==> src/rtl/mac_col_sched_if.sv <==
// rtl/mac_col_sched_if.sv - control, SRAM-strobe and result bundle of one MAC column sequencer
interface mac_col_sched_if #(
    parameter int ROWS = 8,
    parameter int AW   = 10,
    parameter int LW   = 10
);
    logic            start;
    logic            abort;
    logic            cfg_skip_wld;
    logic [LW-1:0]   cfg_len;
    logic [AW-1:0]   cfg_w_base;
    logic [AW-1:0]   cfg_a_base;
    logic            busy;
    logic            done;
    logic            w_rd_en;
    logic [AW-1:0]   w_addr;
    logic [ROWS-1:0] w_en;
    logic            a_rd_en;
    logic [AW-1:0]   a_addr;
    logic            out_valid;
    logic [LW-1:0]   out_idx;

    modport master (
        output start, abort, cfg_skip_wld, cfg_len, cfg_w_base, cfg_a_base,
        input  busy, done, w_rd_en, w_addr, w_en, a_rd_en, a_addr, out_valid, out_idx
    );

    modport slave (
        input  start, abort, cfg_skip_wld, cfg_len, cfg_w_base, cfg_a_base,
        output busy, done, w_rd_en, w_addr, w_en, a_rd_en, a_addr, out_valid, out_idx
    );
endinterface

==> src/rtl/mac_col_sched.sv <==
// rtl/mac_col_sched.sv - weight-load / activation-stream sequencer for one weight-stationary MAC column
module mac_col_sched #(
    parameter int ROWS   = 8,
    parameter int AW     = 10,
    parameter int LW     = 10,
    parameter int RD_LAT = 1,
    parameter int X_LAT  = 3
) (
    input  logic             clk,
    input  logic             rst_n,
    mac_col_sched_if.slave   bus
);
    localparam int SKEW = X_LAT - 1;
    localparam int LAT  = RD_LAT + X_LAT + SKEW * (ROWS - 1);

    typedef enum logic [2:0] {IDLE, WLOAD, WWAIT, STREAM, DRAIN, FIN} state_t;

    state_t          state;
    logic [LW-1:0]   cnt;
    logic            skip_r;
    logic [LW-1:0]   len_r;
    logic [AW-1:0]   w_base_r;
    logic [AW-1:0]   a_base_r;

    logic            busy_r;
    logic            done_r;
    logic            w_rd_en_r;
    logic [AW-1:0]   w_addr_r;
    logic [ROWS-1:0] w_sel;
    logic            a_rd_en_r;
    logic [AW-1:0]   a_addr_r;
    logic [LW-1:0]   out_idx_r;

    logic [ROWS-1:0] wline [RD_LAT];
    logic [LAT-1:0]  vline;

    // Outputs are registered: each branch sets what the next cycle shows.
    always_ff @(posedge clk or negedge rst_n) begin
        if (!rst_n) begin
            state     <= IDLE;
            cnt       <= '0;
            skip_r    <= 1'b0;
            len_r     <= '0;
            w_base_r  <= '0;
            a_base_r  <= '0;
            busy_r    <= 1'b0;
            done_r    <= 1'b0;
            w_rd_en_r <= 1'b0;
            w_addr_r  <= '0;
            w_sel     <= '0;
            a_rd_en_r <= 1'b0;
            a_addr_r  <= '0;
            out_idx_r <= '0;
        end else begin
            done_r    <= 1'b0;
            w_rd_en_r <= 1'b0;
            a_rd_en_r <= 1'b0;
            if (vline[LAT-1]) out_idx_r <= out_idx_r + 1'b1;
            if (bus.abort) begin
                state     <= IDLE;
                cnt       <= '0;
                busy_r    <= 1'b0;
                w_sel     <= '0;
                out_idx_r <= '0;
            end else begin
                case (state)
                    IDLE: if (bus.start) begin
                        skip_r    <= bus.cfg_skip_wld;
                        len_r     <= bus.cfg_len;
                        w_base_r  <= bus.cfg_w_base;
                        a_base_r  <= bus.cfg_a_base;
                        busy_r    <= 1'b1;
                        out_idx_r <= '0;
                        cnt       <= LW'(1);
                        if (!bus.cfg_skip_wld) begin
                            state     <= WLOAD;
                            w_rd_en_r <= 1'b1;
                            w_addr_r  <= bus.cfg_w_base;
                            w_sel     <= ROWS'(1);
                        end else if (bus.cfg_len != '0) begin
                            state     <= STREAM;
                            a_rd_en_r <= 1'b1;
                            a_addr_r  <= bus.cfg_a_base;
                        end else begin
                            state  <= FIN;
                            done_r <= 1'b1;
                        end
                    end
                    WLOAD: begin
                        if (cnt < LW'(ROWS)) begin
                            w_rd_en_r <= 1'b1;
                            w_addr_r  <= w_base_r + AW'(cnt);
                            w_sel     <= w_sel << 1;
                            cnt       <= cnt + 1'b1;
                        end else begin
                            state <= WWAIT;
                            cnt   <= LW'(1);
                        end
                    end
                    WWAIT: begin
                        if (cnt >= LW'(RD_LAT)) begin
                            cnt <= LW'(1);
                            if (len_r != '0) begin
                                state     <= STREAM;
                                a_rd_en_r <= 1'b1;
                                a_addr_r  <= a_base_r;
                            end else begin
                                state  <= FIN;
                                done_r <= 1'b1;
                            end
                        end else begin
                            cnt <= cnt + 1'b1;
                        end
                    end
                    STREAM: begin
                        if (cnt < len_r) begin
                            a_rd_en_r <= 1'b1;
                            a_addr_r  <= a_base_r + AW'(cnt);
                            cnt       <= cnt + 1'b1;
                        end else begin
                            state <= DRAIN;
                        end
                    end
                    DRAIN: begin
                        // Leave on the last beat so FIN lands one cycle after it.
                        if (vline[LAT-1] && out_idx_r == len_r - LW'(1)) begin
                            state  <= FIN;
                            done_r <= 1'b1;
                        end
                    end
                    FIN: begin
                        state  <= IDLE;
                        busy_r <= 1'b0;
                    end
                    default: state <= IDLE;
                endcase
            end
        end
    end

    // Delay lines: read strobe -> row capture, and activation read -> column result.
    always_ff @(posedge clk or negedge rst_n) begin
        if (!rst_n) begin
            for (int i = 0; i < RD_LAT; i++) wline[i] <= '0;
            vline <= '0;
        end else if (bus.abort) begin
            for (int i = 0; i < RD_LAT; i++) wline[i] <= '0;
            vline <= '0;
        end else begin
            wline[0] <= w_rd_en_r ? w_sel : '0;
            for (int i = 1; i < RD_LAT; i++) wline[i] <= wline[i-1];
            vline <= {vline[LAT-2:0], a_rd_en_r};
        end
    end

    assign bus.busy      = busy_r;
    assign bus.done      = done_r;
    assign bus.w_rd_en   = w_rd_en_r;
    assign bus.w_addr    = w_addr_r;
    assign bus.w_en      = wline[RD_LAT-1];
    assign bus.a_rd_en   = a_rd_en_r;
    assign bus.a_addr    = a_addr_r;
    assign bus.out_valid = vline[LAT-1];
    assign bus.out_idx   = out_idx_r;
endmodule

==> src/flat_wrapper.sv <==
// flat-port wrapper written by rule: the top's interface ports become plain ports
module mac_col_sched_flat 
#(
    parameter int ROWS   = 8,
    parameter int AW     = 10,
    parameter int LW     = 10,
    parameter int RD_LAT = 1,
    parameter int X_LAT  = 3
)
  (clk, rst_n, bus_start, bus_abort, bus_cfg_skip_wld, bus_cfg_len, bus_cfg_w_base, bus_cfg_a_base, bus_busy, bus_done, bus_w_rd_en, bus_w_addr, bus_w_en, bus_a_rd_en, bus_a_addr, bus_out_valid, bus_out_idx);
  mac_col_sched_if #(.ROWS(ROWS), .AW(AW), .LW(LW)) bus_i ();
  input  logic clk;
  input  logic rst_n;
  input wire logic [$bits(bus_i.start)-1:0] bus_start;
  input wire logic [$bits(bus_i.abort)-1:0] bus_abort;
  input wire logic [$bits(bus_i.cfg_skip_wld)-1:0] bus_cfg_skip_wld;
  input wire logic [$bits(bus_i.cfg_len)-1:0] bus_cfg_len;
  input wire logic [$bits(bus_i.cfg_w_base)-1:0] bus_cfg_w_base;
  input wire logic [$bits(bus_i.cfg_a_base)-1:0] bus_cfg_a_base;
  output wire logic [$bits(bus_i.busy)-1:0] bus_busy;
  output wire logic [$bits(bus_i.done)-1:0] bus_done;
  output wire logic [$bits(bus_i.w_rd_en)-1:0] bus_w_rd_en;
  output wire logic [$bits(bus_i.w_addr)-1:0] bus_w_addr;
  output wire logic [$bits(bus_i.w_en)-1:0] bus_w_en;
  output wire logic [$bits(bus_i.a_rd_en)-1:0] bus_a_rd_en;
  output wire logic [$bits(bus_i.a_addr)-1:0] bus_a_addr;
  output wire logic [$bits(bus_i.out_valid)-1:0] bus_out_valid;
  output wire logic [$bits(bus_i.out_idx)-1:0] bus_out_idx;
  assign bus_i.start = bus_start;
  assign bus_i.abort = bus_abort;
  assign bus_i.cfg_skip_wld = bus_cfg_skip_wld;
  assign bus_i.cfg_len = bus_cfg_len;
  assign bus_i.cfg_w_base = bus_cfg_w_base;
  assign bus_i.cfg_a_base = bus_cfg_a_base;
  assign bus_busy = bus_i.busy;
  assign bus_done = bus_i.done;
  assign bus_w_rd_en = bus_i.w_rd_en;
  assign bus_w_addr = bus_i.w_addr;
  assign bus_w_en = bus_i.w_en;
  assign bus_a_rd_en = bus_i.a_rd_en;
  assign bus_a_addr = bus_i.a_addr;
  assign bus_out_valid = bus_i.out_valid;
  assign bus_out_idx = bus_i.out_idx;
  mac_col_sched #(.ROWS(ROWS), .AW(AW), .LW(LW), .RD_LAT(RD_LAT), .X_LAT(X_LAT)) u_core (.clk(clk), .rst_n(rst_n), .bus(bus_i));
endmodule
==> config.mk <==
export PLATFORM = sky130hd
export DESIGN_NAME = mac_col_sched_flat
export DESIGN_NICKNAME = d
export VERILOG_FILES = /design/src/rtl/mac_col_sched_if.sv /design/src/rtl/mac_col_sched.sv /design/src/flat_wrapper.sv
export SDC_FILE = /design/constraint.sdc
export NUM_CORES = 1
export LEC_CHECK = 0
export ABC_AREA = 1
export BUFFER_PORTS_ARGS = -buffer_cell sky130_fd_sc_hd__buf_2
export CAP_MARGIN = 15
export CORE_AREA = 10 10 124 126
export DETAILED_ROUTE_END_ITERATION = 10
export DIE_AREA = 0 0 134 136
export GPL_ROUTABILITY_DRIVEN = 1
export PLACE_DENSITY = 0.77
export SETUP_SLACK_MARGIN = 0.1
export SYNTH_ARGS = -nofsm -noshare
export SYNTH_HDL_FRONTEND = slang
export SYNTH_SLANG_ARGS = --single-unit
==> constraint.sdc <==
create_clock -name clk -period 2.8 [get_ports clk]
set_clock_uncertainty 0.1 [all_clocks]
set_input_delay 0.56 -clock clk [delete_from_list [all_inputs] [get_ports clk]]
set_output_delay 0.56 -clock clk [all_outputs]
set_load 0.005 [all_outputs]
==> results of run 1 <==
-- worst max-delay path: stages, from the launching register on --
cell     delay, ns
dfrtp_1       0.41
inv_1         0.14
ha_1          0.34
a21oi_1       0.16
o21ai_0       0.09
nand2_1       0.06
nand3_1       0.13
nand2_1       0.16
nand2_1       0.08
nand2_2       0.24
inv_1         0.16
o21ai_0       0.19
o21a_1        0.14
-- path summary, 6_finish.rpt --
kind,slack (ns),cells past startpoint,endpoint,startpoint
min,0.18,2,u_core.bus.out_idx[7]$_DFF_PN0_,rst_n
max reg2reg,0.35,12,u_core.cnt[7]$_DFFE_PN0P_,u_core.len_r[3]$_DFFE_PN0P_
max,0.35,12,u_core.cnt[7]$_DFFE_PN0P_,u_core.len_r[3]$_DFFE_PN0P_
min in group clk,0.34,2,u_core.w_base_r[0]$_DFFE_PN0P_,bus_cfg_w_base[0]
min reg2reg,0.37,2,u_core.vline[12]$_DFF_PN0_,u_core.vline[11]$_DFF_PN0_
max in group asynchronous,2.01,2,u_core.a_base_r[8]$_DFFE_PN0P_,rst_n
-- cells in the mapped netlist, types with 3 or more instances --
master      n  area [sq um]
nand2_1   181           679
dfrtp_1   111          2780
inv_1      95           357
nor2_1     91           342
nand3_1    53           265
a21oi_1    46           230
o21ai_0    43           215
ha_1       33           413
nand4_1    12          75.1
mux2_2     11           124
xor2_1     11          96.3
inv_2       8          30.0
a22oi_1     7          52.6
nor3_1      7          35.0
o22ai_1     7          43.8
clkbuf_1    6          22.5
xnor2_1     6          52.6
buf_2       5          25.0
a31oi_1     4          25.0
nor2_4      4          45.0
o21ai_1     4          20.0
a21o_1      3          22.5
o21a_1      3          22.5
-- flip-flops by register name, summed over array words and instances (netlist names) --
name                flops
u_core.state            3
u_core.len_r           10
u_core.bus.out_idx     10
u_core.bus.a_addr      10
u_core.bus.w_addr      10
u_core.a_base_r        10
u_core.w_base_r        10
u_core.w_sel            8
u_core.bus.done         1
u_core.vline           18
u_core.bus.busy         1
u_core.cnt             10
u_core.bus.w_rd_en      1
u_core.bus.w_en         8
u_core.bus.a_rd_en      1
-- layout make-up --
type	instances	area, sq um	area share (%)
Clock inverter	6	51.3	0.714
Multi-Input combinational cell	557	3060	42.6
Tap cell	176	220	3.06
Timing Repair Buffer	83	445	6.20
Clock buffer	10	229	3.19
Inverter	106	402	5.59
Sequential cell	111	2780	38.7
-- stage by stage --
step                setup slack, ns  std cells  total power [mW]  utilization (%)  hold WS [ns]
floorplan                     0.695        788              4.11                -         0.164
global placement              0.442       1033              4.82             53.2         0.336
detailed placement            0.427       1033              4.86             53.2         0.353
CTS                           0.397       1049              6.12             55.4         0.205
global route                  0.112       1049              6.58             55.4         0.230
finish                        0.355       1049              6.08             55.4         0.184
-- cells by family after synthesis --
logic type | synth area share [%]
AND/OR/NAND/NOR | 25.0
AO/OA/AOI/OAI | 11.9
buffers and inverters | 7.59
flip-flops | 44.0
adder cells (fa/ha/maj) | 7.17
XOR/XNOR | 2.36
multiplexers | 1.96
-- power by group through the flow --
stage               Sequential (mW)  Clock, mW  Combinational [mW]
detailed placement             2.39          0                2.48
global placement               2.38          0                2.43
global route                   2.42       1.33                2.83
finish                         2.37       1.23                2.48
CTS                            2.36       1.26                2.50
floorplan                      2.31          0                1.79
-- per-layer routing --
layer / part of all wire, % / wire [microns] / vias to the layer above
met2: 46 / 6910 / 138
met1: 47 / 7040 / 2499
met4: 2.0 / 308 / 0
li1: - / - / 2736
met3: 5.3 / 804 / 22
met5: 0 / 0 / -
==> out/qor.csv, run 1 <==
stage,metric,value,unit
grt,gr-total-overflow,0,
floorplan,core,13000,sq um
power,comb_power_share,40.8,%
timing,setup_violations,0,
power,power_frac_clock,20.2,%
grt,grt_max_degree,112,
final_layout,num-fill-cells,1253,
flow_run,cap_viol_max_count,0,
setup_path,cp_max_fo,16,
synthesis,synth_edf_count,0,
power,switching_power,2.53,mW
power,internal-power,3.55,mW
synthesis,syn_nets,858,
timing,max_freq,409,MHz
synthesis,async_flop_share,100,%
synthesis,seq_area_frac_synth,44.0,%
placement,place_area,6910,sq um
grt,antenna_found_initial,0,
final_layout,area_delta_synth_final,13.7,%
drt,drc_errors,0,
floorplan,die_w,134,microns
final_layout,antenna_cells,0,
timing,layout_min_cycle_time,2.45,ns
power,vdd_drop_max,0.000474,V
timing,setup_tns,0,ns
timing,slew_violations,0,
placement,io_buffers,77,
floorplan,num_io_pins,78,
drt,drt_iter0_drc,383,
hold_path,hold_path.class,in2async,
synthesis,ys_types,49,
timing,worstMarginPinSlew,0.575,ns
power,power_leakage,3.69,nW
clock_tree,h-tree-depth,3,
timing,grt_setup_unrepaired,false,
clock_tree,cts_setup_buffers,0,
grt,grtUsageTotal,16.8,%
grt,use_met1,21.5,%
synthesis,synthCells,788,
timing,relSlewSlack,61.7,%
synthesis,synth_top_flop_cell,dfrtp_1,
setup_path,crit_required,3.00,ns
drt,wire_per_inst,14.4,microns
clock_tree,clock_latency,0.36,ns
drt,dr.pass1.iters,5,
final_layout,final_cell_mix,"181 x nand2_1, 111 x dfrtp_1, 95 x inv_1",
grt,grt_pass1_wl,25.1,mm
placement,place_hpwl,11.3,mm
setup_path,critical_path_class,reg2reg,
floorplan,fp.dieArea,18200,sq um
clock_tree,hold_buffers,0,
synthesis,synth-seq-cells,111,
drt,routed-via-count,5395,
clock_tree,clock_path_buffers,2,
drt,routed_wl,15.1,mm
grt,use_met3,3.73,%
final_layout,nNetsFinal,938,
floorplan,initial_core_util,48.7,%
grt,grt_pass1_vias,5178,
grt,busiest_layer,met2,
clock_tree,cts_tree,yes,
setup_path,start_kind,flop,
clock_tree,clockRootBuffer,clkbuf_16,
floorplan,dieHeight,136,microns
setup_path,arrival,2.65,ns
final_layout,finish.instance_area,7190,sq um
placement,place_congestion,0.914,
clock_tree,numCtsBuffers,9,
floorplan,fp-row-count,42,
drt,viasPerCell,5.14,
timing,post-route-period-util,87.3,%
power,power_density,845,nW/um^2
power,sw_frac_of_total,41.6,%
synthesis,syn_area_per_cell,8.02,sq um
synthesis,synth_warnings,0,
synthesis,synth_area,6320,sq um
status,outcome,"complete, no violations",
clock_tree,cts_repair_resize_count,0,
setup_path,cp-end-kind,flop,
final_layout,layout_commonest_cell,nand2_1,
final_layout,drive_gt1_share,15.8,%
drt,ant_nets,0,
power,seq_power_share,39.0,%
clock_tree,path_clk_slew,0.07,ns
clock_tree,cts.sinks,111,
grt,met2_usage,27.0,%
timing,hold_viol_final,0,
No activity file was read; power rests on OpenSTA's default activity.
==> inputs of run 2 (changes only) <==
Clock period 2.8 ns to 2.9 ns, I/O delays scaled along.
==> run 2 against run 1 <==
Sequential power is 4% lower. Critical path depth unchanged. Power fell by 3.0%. Sequential cell count is the same. Non-clock buffer count up 1. Combinational power is 3% lower. Hold slack got worse by 0.095 ns. Final cell count is essentially flat. Sequential share of layout area fell by 0.13 points. Largest cell class unchanged. Largest power group unchanged.
==> out/qor.csv, run 2 (synthesized netlist as in run 1, its figures left out) <==
stage,metric,value,unit,change
placement,place_hpwl,11.4,mm,+1.3%
clock_tree,hold_buffers,0,,unchanged
floorplan,initial_core_util,48.7,%,unchanged
setup_path,path_cells,inv_1 > ha_1 > a21oi_1 > o21ai_0 > nand2_1 > nand3_1 > nand2_1 > nand2_1 > nand2_2 > inv_1 > o21ai_0 > o21a_1,,
power,vdd_drop_max,0.000409,V,-14%
grt,met2_usage,27.2,%,+0.17 points
setup_path,slowest_stage,dfrtp_1,,
final_layout,final_util,55.6,%,+0.19 points
clock_tree,cts_repair_resize_count,0,,unchanged
setup_path,critical_path_class,reg2reg,,
clock_tree,clock_latency,0.36,ns,about the same
grt,use_met3,4.83,%,+1.1 points
timing,setup_tns,0,ns,unchanged
floorplan,dieHeight,136,microns,unchanged
final_layout,finish.instance_area,7210,sq um,+0.35%
final_layout,nNetsFinal,939,,+0.11%
clock_tree,numCtsBuffers,9,,unchanged
clock_tree,h-tree-depth,3,,unchanged
placement,place_congestion,0.910,,-0.40%
power,internal-power,3.44,mW,-3.0%
grt,gr-total-overflow,0,,unchanged
grt,grt_max_degree,51,,-54%
floorplan,die_w,134,microns,unchanged
power,sw_frac_of_total,41.6,%,about the same
power,power_density,817,nW/um^2,-3.3%
clock_tree,cts_setup_buffers,0,,unchanged
final_layout,finalNonFillerCells,1050,,+0.095%
timing,relSlewSlack,66.0,%,+4.4 points
final_layout,largest_reg_flops,18,,unchanged
final_layout,largest-register,u_core.vline,,
final_layout,area_delta_synth_final,14.1,%,
setup_path,start_kind,flop,,
flow_run,cap_viol_max_count,0,,unchanged
floorplan,fp.dieArea,18200,sq um,unchanged
floorplan,num_io_pins,78,,unchanged
drt,viasPerCell,5.17,,+0.57%
status,outcome,"complete, no violations",,
timing,setup_violations,0,,unchanged
setup_path,cp_max_fo,16,,unchanged
power,comb_power_share,40.7,%,about the same
power,seq_power_share,38.7,%,-0.3 points
floorplan,core,13000,sq um,unchanged
grt,use_met1,22.0,%,+0.49 points
grt,grt_pass1_wl,25.5,mm,+1.8%
timing,hold_viol_final,0,,unchanged
placement,dp_cells,1034,,+0.097%
drt,routed_wl,15.2,mm,+0.60%
setup_path,crit_path_frequent_cell,nand2_1,,
placement,place_area,6930,sq um,+0.29%
drt,wire_per_inst,14.4,microns,+0.51%
setup_path,arrival,2.64,ns,about the same
clock_tree,clock_path_buffers,2,,unchanged
timing,slew_violations,0,,unchanged
drt,drc_errors,0,,unchanged
final_layout,antenna_cells,0,,unchanged
final_layout,drive_gt1_share,15.9,%,+0.096 points
drt,dr.pass1.iters,5,,unchanged
timing,worstMarginPinSlew,0.509,ns,-0.0658 ns
clock_tree,cts_tree,yes,,
power,power_leakage,3.70,nW,+0.24%
grt,grt_pass1_vias,5214,,+0.70%
power,switching_power,2.45,mW,-3.0%
hold_path,hold_path.class,in2async,,
setup_path,cp-end-kind,flop,,
timing,max_freq,409,MHz,about the same
final_layout,layout_commonest_cell,nand2_1,,
clock_tree,clockRootBuffer,clkbuf_16,,
floorplan,fp-row-count,42,,unchanged
power,power_frac_clock,20.6,%,+0.4 points
drt,routed-via-count,5431,,+0.67%
drt,drt_iter0_drc,340,,-11%
timing,timing.hold.ws,0.0890,ns,-0.0952 ns
timing,layout_min_cycle_time,2.44,ns,-0.000878 ns
drt,ant_nets,0,,unchanged
setup_path,slowest_delay,0.43,ns,+0.02 ns
clock_tree,cts.sinks,111,,unchanged
final_layout,final_cell_mix,"181 x nand2_1, 111 x dfrtp_1, 95 x inv_1",,
grt,busiest_layer,met2,,
grt,grtUsageTotal,17.1,%,+0.33 points
grt,antenna_found_initial,0,,unchanged
timing,grt_setup_unrepaired,false,,
clock_tree,path_clk_slew,0.07,ns,about the same
setup_path,crit_required,3.10,ns,+0.10 ns
placement,io_buffers,77,,unchanged
timing,post-route-period-util,84.3,%,-3.0 points
[run 2: area by class of cell]
| cell class | instances | area, sq um |
|---|---|---|
| clock buffers | 10 | 229 |
| clock inverters | 6 | 56.3 |
| fillers | 1230 | 5770 |
| inverters | 106 | 402 |
| multi-input cells | 557 | 3060 |
| flip-flops and latches | 111 | 2780 |
| well taps | 176 | 220 |
| repair buffers | 84 | 465 |
[run 2: routing by layer]
| layer | routed length, microns | up-vias | share of wire (%) |
|---|---|---|---|
| li1 | - | 2744 | - |
| met1 | 7030 | 2499 | 46 |
| met2 | 6960 | 163 | 46 |
| met3 | 878 | 25 | 5.8 |
| met4 | 291 | 0 | 1.9 |
| met5 | 0 | - | 0 |
[run 2: power by group through the flow]
stage               Sequential [mW]  Clock [mW]  Combinational, mW
finish                         2.28        1.21               2.40
global placement               2.30           0               2.35
global route                   2.34        1.31               2.74
detailed placement             2.30           0               2.40
CTS                            2.28        1.25               2.42
floorplan                      2.23           0               1.73
[run 2: worst max-delay path, delay by kind of cell (launching register included)]
kind / cells / cell delay [ns]
AOI/OAI and AO/OA: 4 / 0.56
and+or+nand+nor: 5 / 0.67
DFF: 1 / 0.43
adders and majority gates: 1 / 0.33
buffers and inverters: 2 / 0.30
[run 2: worst paths after layout]
path                                                   endpoint                        start  depth (start not counted)  slack, ns
worst min register to register        u_core.vline[9]$_DFF_PN0_    u_core.vline[8]$_DFF_PN0_                          2       0.36
min in group clk                      u_core.vline[9]$_DFF_PN0_    u_core.vline[8]$_DFF_PN0_                          2       0.36
worst max register to register        u_core.cnt[7]$_DFFE_PN0P_  u_core.len_r[5]$_DFFE_PN0P_                         12       0.46
max in group asynchronous        u_core.a_base_r[8]$_DFFE_PN0P_                        rst_n                          2       1.92
worst min-delay path            u_core.bus.out_idx[6]$_DFF_PN0_                        rst_n                          1       0.09
worst max-delay path                  u_core.cnt[7]$_DFFE_PN0P_  u_core.len_r[5]$_DFFE_PN0P_                         12       0.46
[run 2: stage by stage]
| stage | worst slack, ns | total power, mW |
|---|---|---|
| after floorplan | 0.795 | 3.96 |
| after global placement | 0.533 | 4.65 |
| after detailed placement | 0.509 | 4.70 |
| after CTS | 0.481 | 5.94 |
| after global routing | 0.193 | 6.39 |
| final | 0.456 | 5.89 |
==> inputs of run 3 (changes only) <==
Settings changed: PLACE_DENSITY 0.77 to 0.8.
Clock period 2.9 ns to 2.1 ns, I/O delays scaled along.
==> run 3 against run 2 <==
The run now ends with setup timing left. Utilization increased by 9.2 points. Worst setup slack got worse by 0.47 ns. Final cell count grew 7.8%. Global-route usage up 1.6 points. Non-clock buffer count rose by 81. Fmax increased by 15%. Die area did not move. Register-to-register slack lost 0.47 ns. Via count grew 12%. Routed wire length is 20% higher. Sequential power increased by 39%. Largest power group unchanged. Highest routed layer unchanged.
==> out/qor.csv, run 3 (synthesized netlist as in run 1, its figures left out) <==
stage,metric,value,unit,change
status,outcome,finished with violations,,
status,violations,setup timing,,
hold_path,hold_path.class,in2reg,,
timing,timing.hold.ws,0.199,ns,+0.110 ns
setup_path,reg2reg_slack,-0.02,ns,-0.47 ns
final_layout,largest-register,u_core.vline,,
drt,wire_per_inst,16.1,microns,+11%
setup_path,rr_worst_depth,12,,unchanged
floorplan,core,13000,sq um,unchanged
timing,relSlewSlack,74.2,%,+8.2 points
grt,grt_pass1_wl,27.9,mm,+9.2%
hold_path,whs_path_depth,3,,
timing,worstMarginPinSlew,0.385,ns,-0.124 ns
timing,post-route-period-util,101,%,+16 points
grt,use_met1,21.8,%,-0.19 points
clock_tree,clockRootBuffer,clkbuf_16,,
drt,viasPerCell,5.35,,+3.4%
drt,routed-via-count,6056,,+12%
clock_tree,clock_path_buffers,2,,unchanged
final_layout,layout_commonest_cell,nand2_1,,
floorplan,die_w,134,microns,unchanged
final_layout,nNetsFinal,1021,,+8.7%
clock_tree,path_clk_slew,0.07,ns,about the same
final_layout,antenna_cells,0,,unchanged
final_layout,drive_gt1_share,32.8,%,+17 points
drt,dr.pass1.iters,5,,unchanged
placement,dpl_worst_slack,-0.0710,ns,-0.580 ns
final_layout,final_cell_mix,"158 x nand2_1, 101 x dfrtp_1, 87 x inv_1",,
floorplan,num_io_pins,78,,unchanged
placement,place_congestion,0.915,,+0.54%
drt,drt_iter0_drc,390,,+15%
clock_tree,h-tree-depth,3,,unchanged
final_layout,num-fill-cells,1056,,-14%
timing,slew_violations,0,,unchanged
setup_path,arrival,2.26,ns,-0.38 ns
grt,grtUsageTotal,18.7,%,+1.6 points
power,power_density,1140,nW/um^2,+39%
setup_path,rr_endpoint,u_core.cnt[8]$_DFFE_PN0P_,,
setup_path,crit_required,2.24,ns,-0.86 ns
grt,grt_max_degree,49,,-3.9%
clock_tree,cts.sinks,111,,unchanged
grt,use_met3,4.69,%,-0.15 points
grt,met2_usage,32.1,%,+4.9 points
grt,antenna_found_initial,0,,unchanged
final_layout,final_util,64.7,%,+9.2 points
timing,layout_min_cycle_time,2.12,ns,-0.328 ns
drt,ant_nets,0,,unchanged
floorplan,initial_core_util,48.7,%,unchanged
drt,routed_wl,18.2,mm,+20%
placement,io_buffers,77,,unchanged
timing,hold_viol_final,0,,unchanged
floorplan,fp-row-count,42,,unchanged
setup_path,cp_max_fo,6,,-10
setup_path,r2r-start,u_core.len_r[1]$_DFFE_PN0P_,,
timing,setup_violations,2,,+2
drt,drc_errors,0,,unchanged
final_layout,largest_reg_flops,18,,unchanged
timing,max_freq,472,MHz,+15%
grt,busiest_layer,met2,,
setup_path,start_kind,flop,,
final_layout,area_delta_synth_final,33.0,%,
grt,grt_pass1_vias,5864,,+12%
hold_path,hold_end,u_core.bus.w_addr[3]$_DFFE_PN0P_,,
timing,grt_setup_unrepaired,true,,
clock_tree,numCtsBuffers,9,,unchanged
placement,place_hpwl,12.1,mm,+5.8%
grt,gr-total-overflow,0,,unchanged
setup_path,cp-end-kind,flop,,
power,vdd_drop_max,0.000559,V,+37%
hold_path,holdCritStartpoint,bus_cfg_w_base[3],,
flow_run,cap_viol_max_count,0,,unchanged
setup_path,critical_path_class,reg2reg,,
floorplan,fp.dieArea,18200,sq um,unchanged
power,power_leakage,4.13,nW,+12%
timing,setup_slack,-0.0166,ns,-0.472 ns
clock_tree,clock_latency,0.36,ns,about the same
floorplan,dieHeight,136,microns,unchanged
clock_tree,cts_tree,yes,,
-- run 3: area by class of cell --
cell class	count	area, sq um	area share (%)
Multi-Input combinational cell	557	3520	41.8
Sequential cell	111	2790	33.2
Timing Repair Buffer	165	1160	13.9
Inverter	106	418	4.97
Clock buffer	10	239	2.84
Tap cell	176	220	2.62
Clock inverter	6	47.5	0.566
Timing Repair inverter	1	8.76	0.104
-- run 3: power breakdown --
part	total, mW	switching, mW	leakage [nW]	internal (mW)
Clock	1.69	0.837	0.140	0.854
Sequential	3.17	0.478	1.43	2.69
Combinational	4.69	2.65	2.56	2.04
Total	9.55	3.97	4.13	5.59
-- run 3: routing by layer --
| metal | wire length [microns] | vias to the layer above | part of all wire [%] |
|---|---|---|---|
| met2 | 9130 | 234 | 50 |
| met3 | 1040 | 58 | 5.7 |
| met1 | 7450 | 2860 | 41 |
| li1 | - | 2904 | - |
| met5 | 0 | - | 0 |
| met4 | 598 | 0 | 3.3 |
-- run 3: worst max-delay path by stage --
stage                                startpoint                               end  slack, ns  depth (start not counted)
global placement      u_core.cnt[3]$_DFFE_PN0P_  u_core.bus.a_addr[9]$_DFFE_PN0P_      -0.05                         12
detailed placement    u_core.cnt[2]$_DFFE_PN0P_  u_core.bus.a_addr[9]$_DFFE_PN0P_      -0.07                         12
global route        u_core.len_r[1]$_DFFE_PN0P_         u_core.cnt[8]$_DFFE_PN0P_      -0.14                         12
CTS                   u_core.cnt[0]$_DFFE_PN0P_  u_core.bus.a_addr[8]$_DFFE_PN0P_       0.03                         12
floorplan             u_core.cnt[0]$_DFFE_PN0P_  u_core.bus.a_addr[6]$_DFFE_PN0P_       0.09                         12
finish              u_core.len_r[1]$_DFFE_PN0P_         u_core.cnt[8]$_DFFE_PN0P_      -0.02                         12
-- run 3: worst max-delay path, stage by stage, from the launching register on --
cell	delay, ns
dfrtp_1	0.40
inv_2	0.08
ha_1	0.28
a21boi_0	0.12
o211ai_1	0.24
nand3_2	0.12
nand2_2	0.10
nand2_2	0.06
nand2_4	0.13
buf_6	0.12
nand2_2	0.05
o21ai_1	0.15
a21oi_1	0.06
-- run 3: what timing repair did --
item | 4_1_cts | 5_1_grt
hold buffers | 1 | 0
hold endpoints to repair | 26 | 0
setup endpoints to repair | 26 | 44
cloned | 2 | 0
resized for setup | 50 | 99
setup buffers | 10 | 18
pin swaps | 14 | 27
-- run 3: through the flow --
step	total power, mW	TNS [ns]	instance area (sq um)	instances
2_1_floorplan	5.50	0	6340	788
4_1_cts	8.94	0	7920	1114
3_5_place_dp	6.89	-0.106	7340	1085
3_3_place_gp	6.77	-0.0548	7340	1085
5_1_grt	10.2	-1.28	8400	1132
6_report	9.55	-0.0169	8400	1132
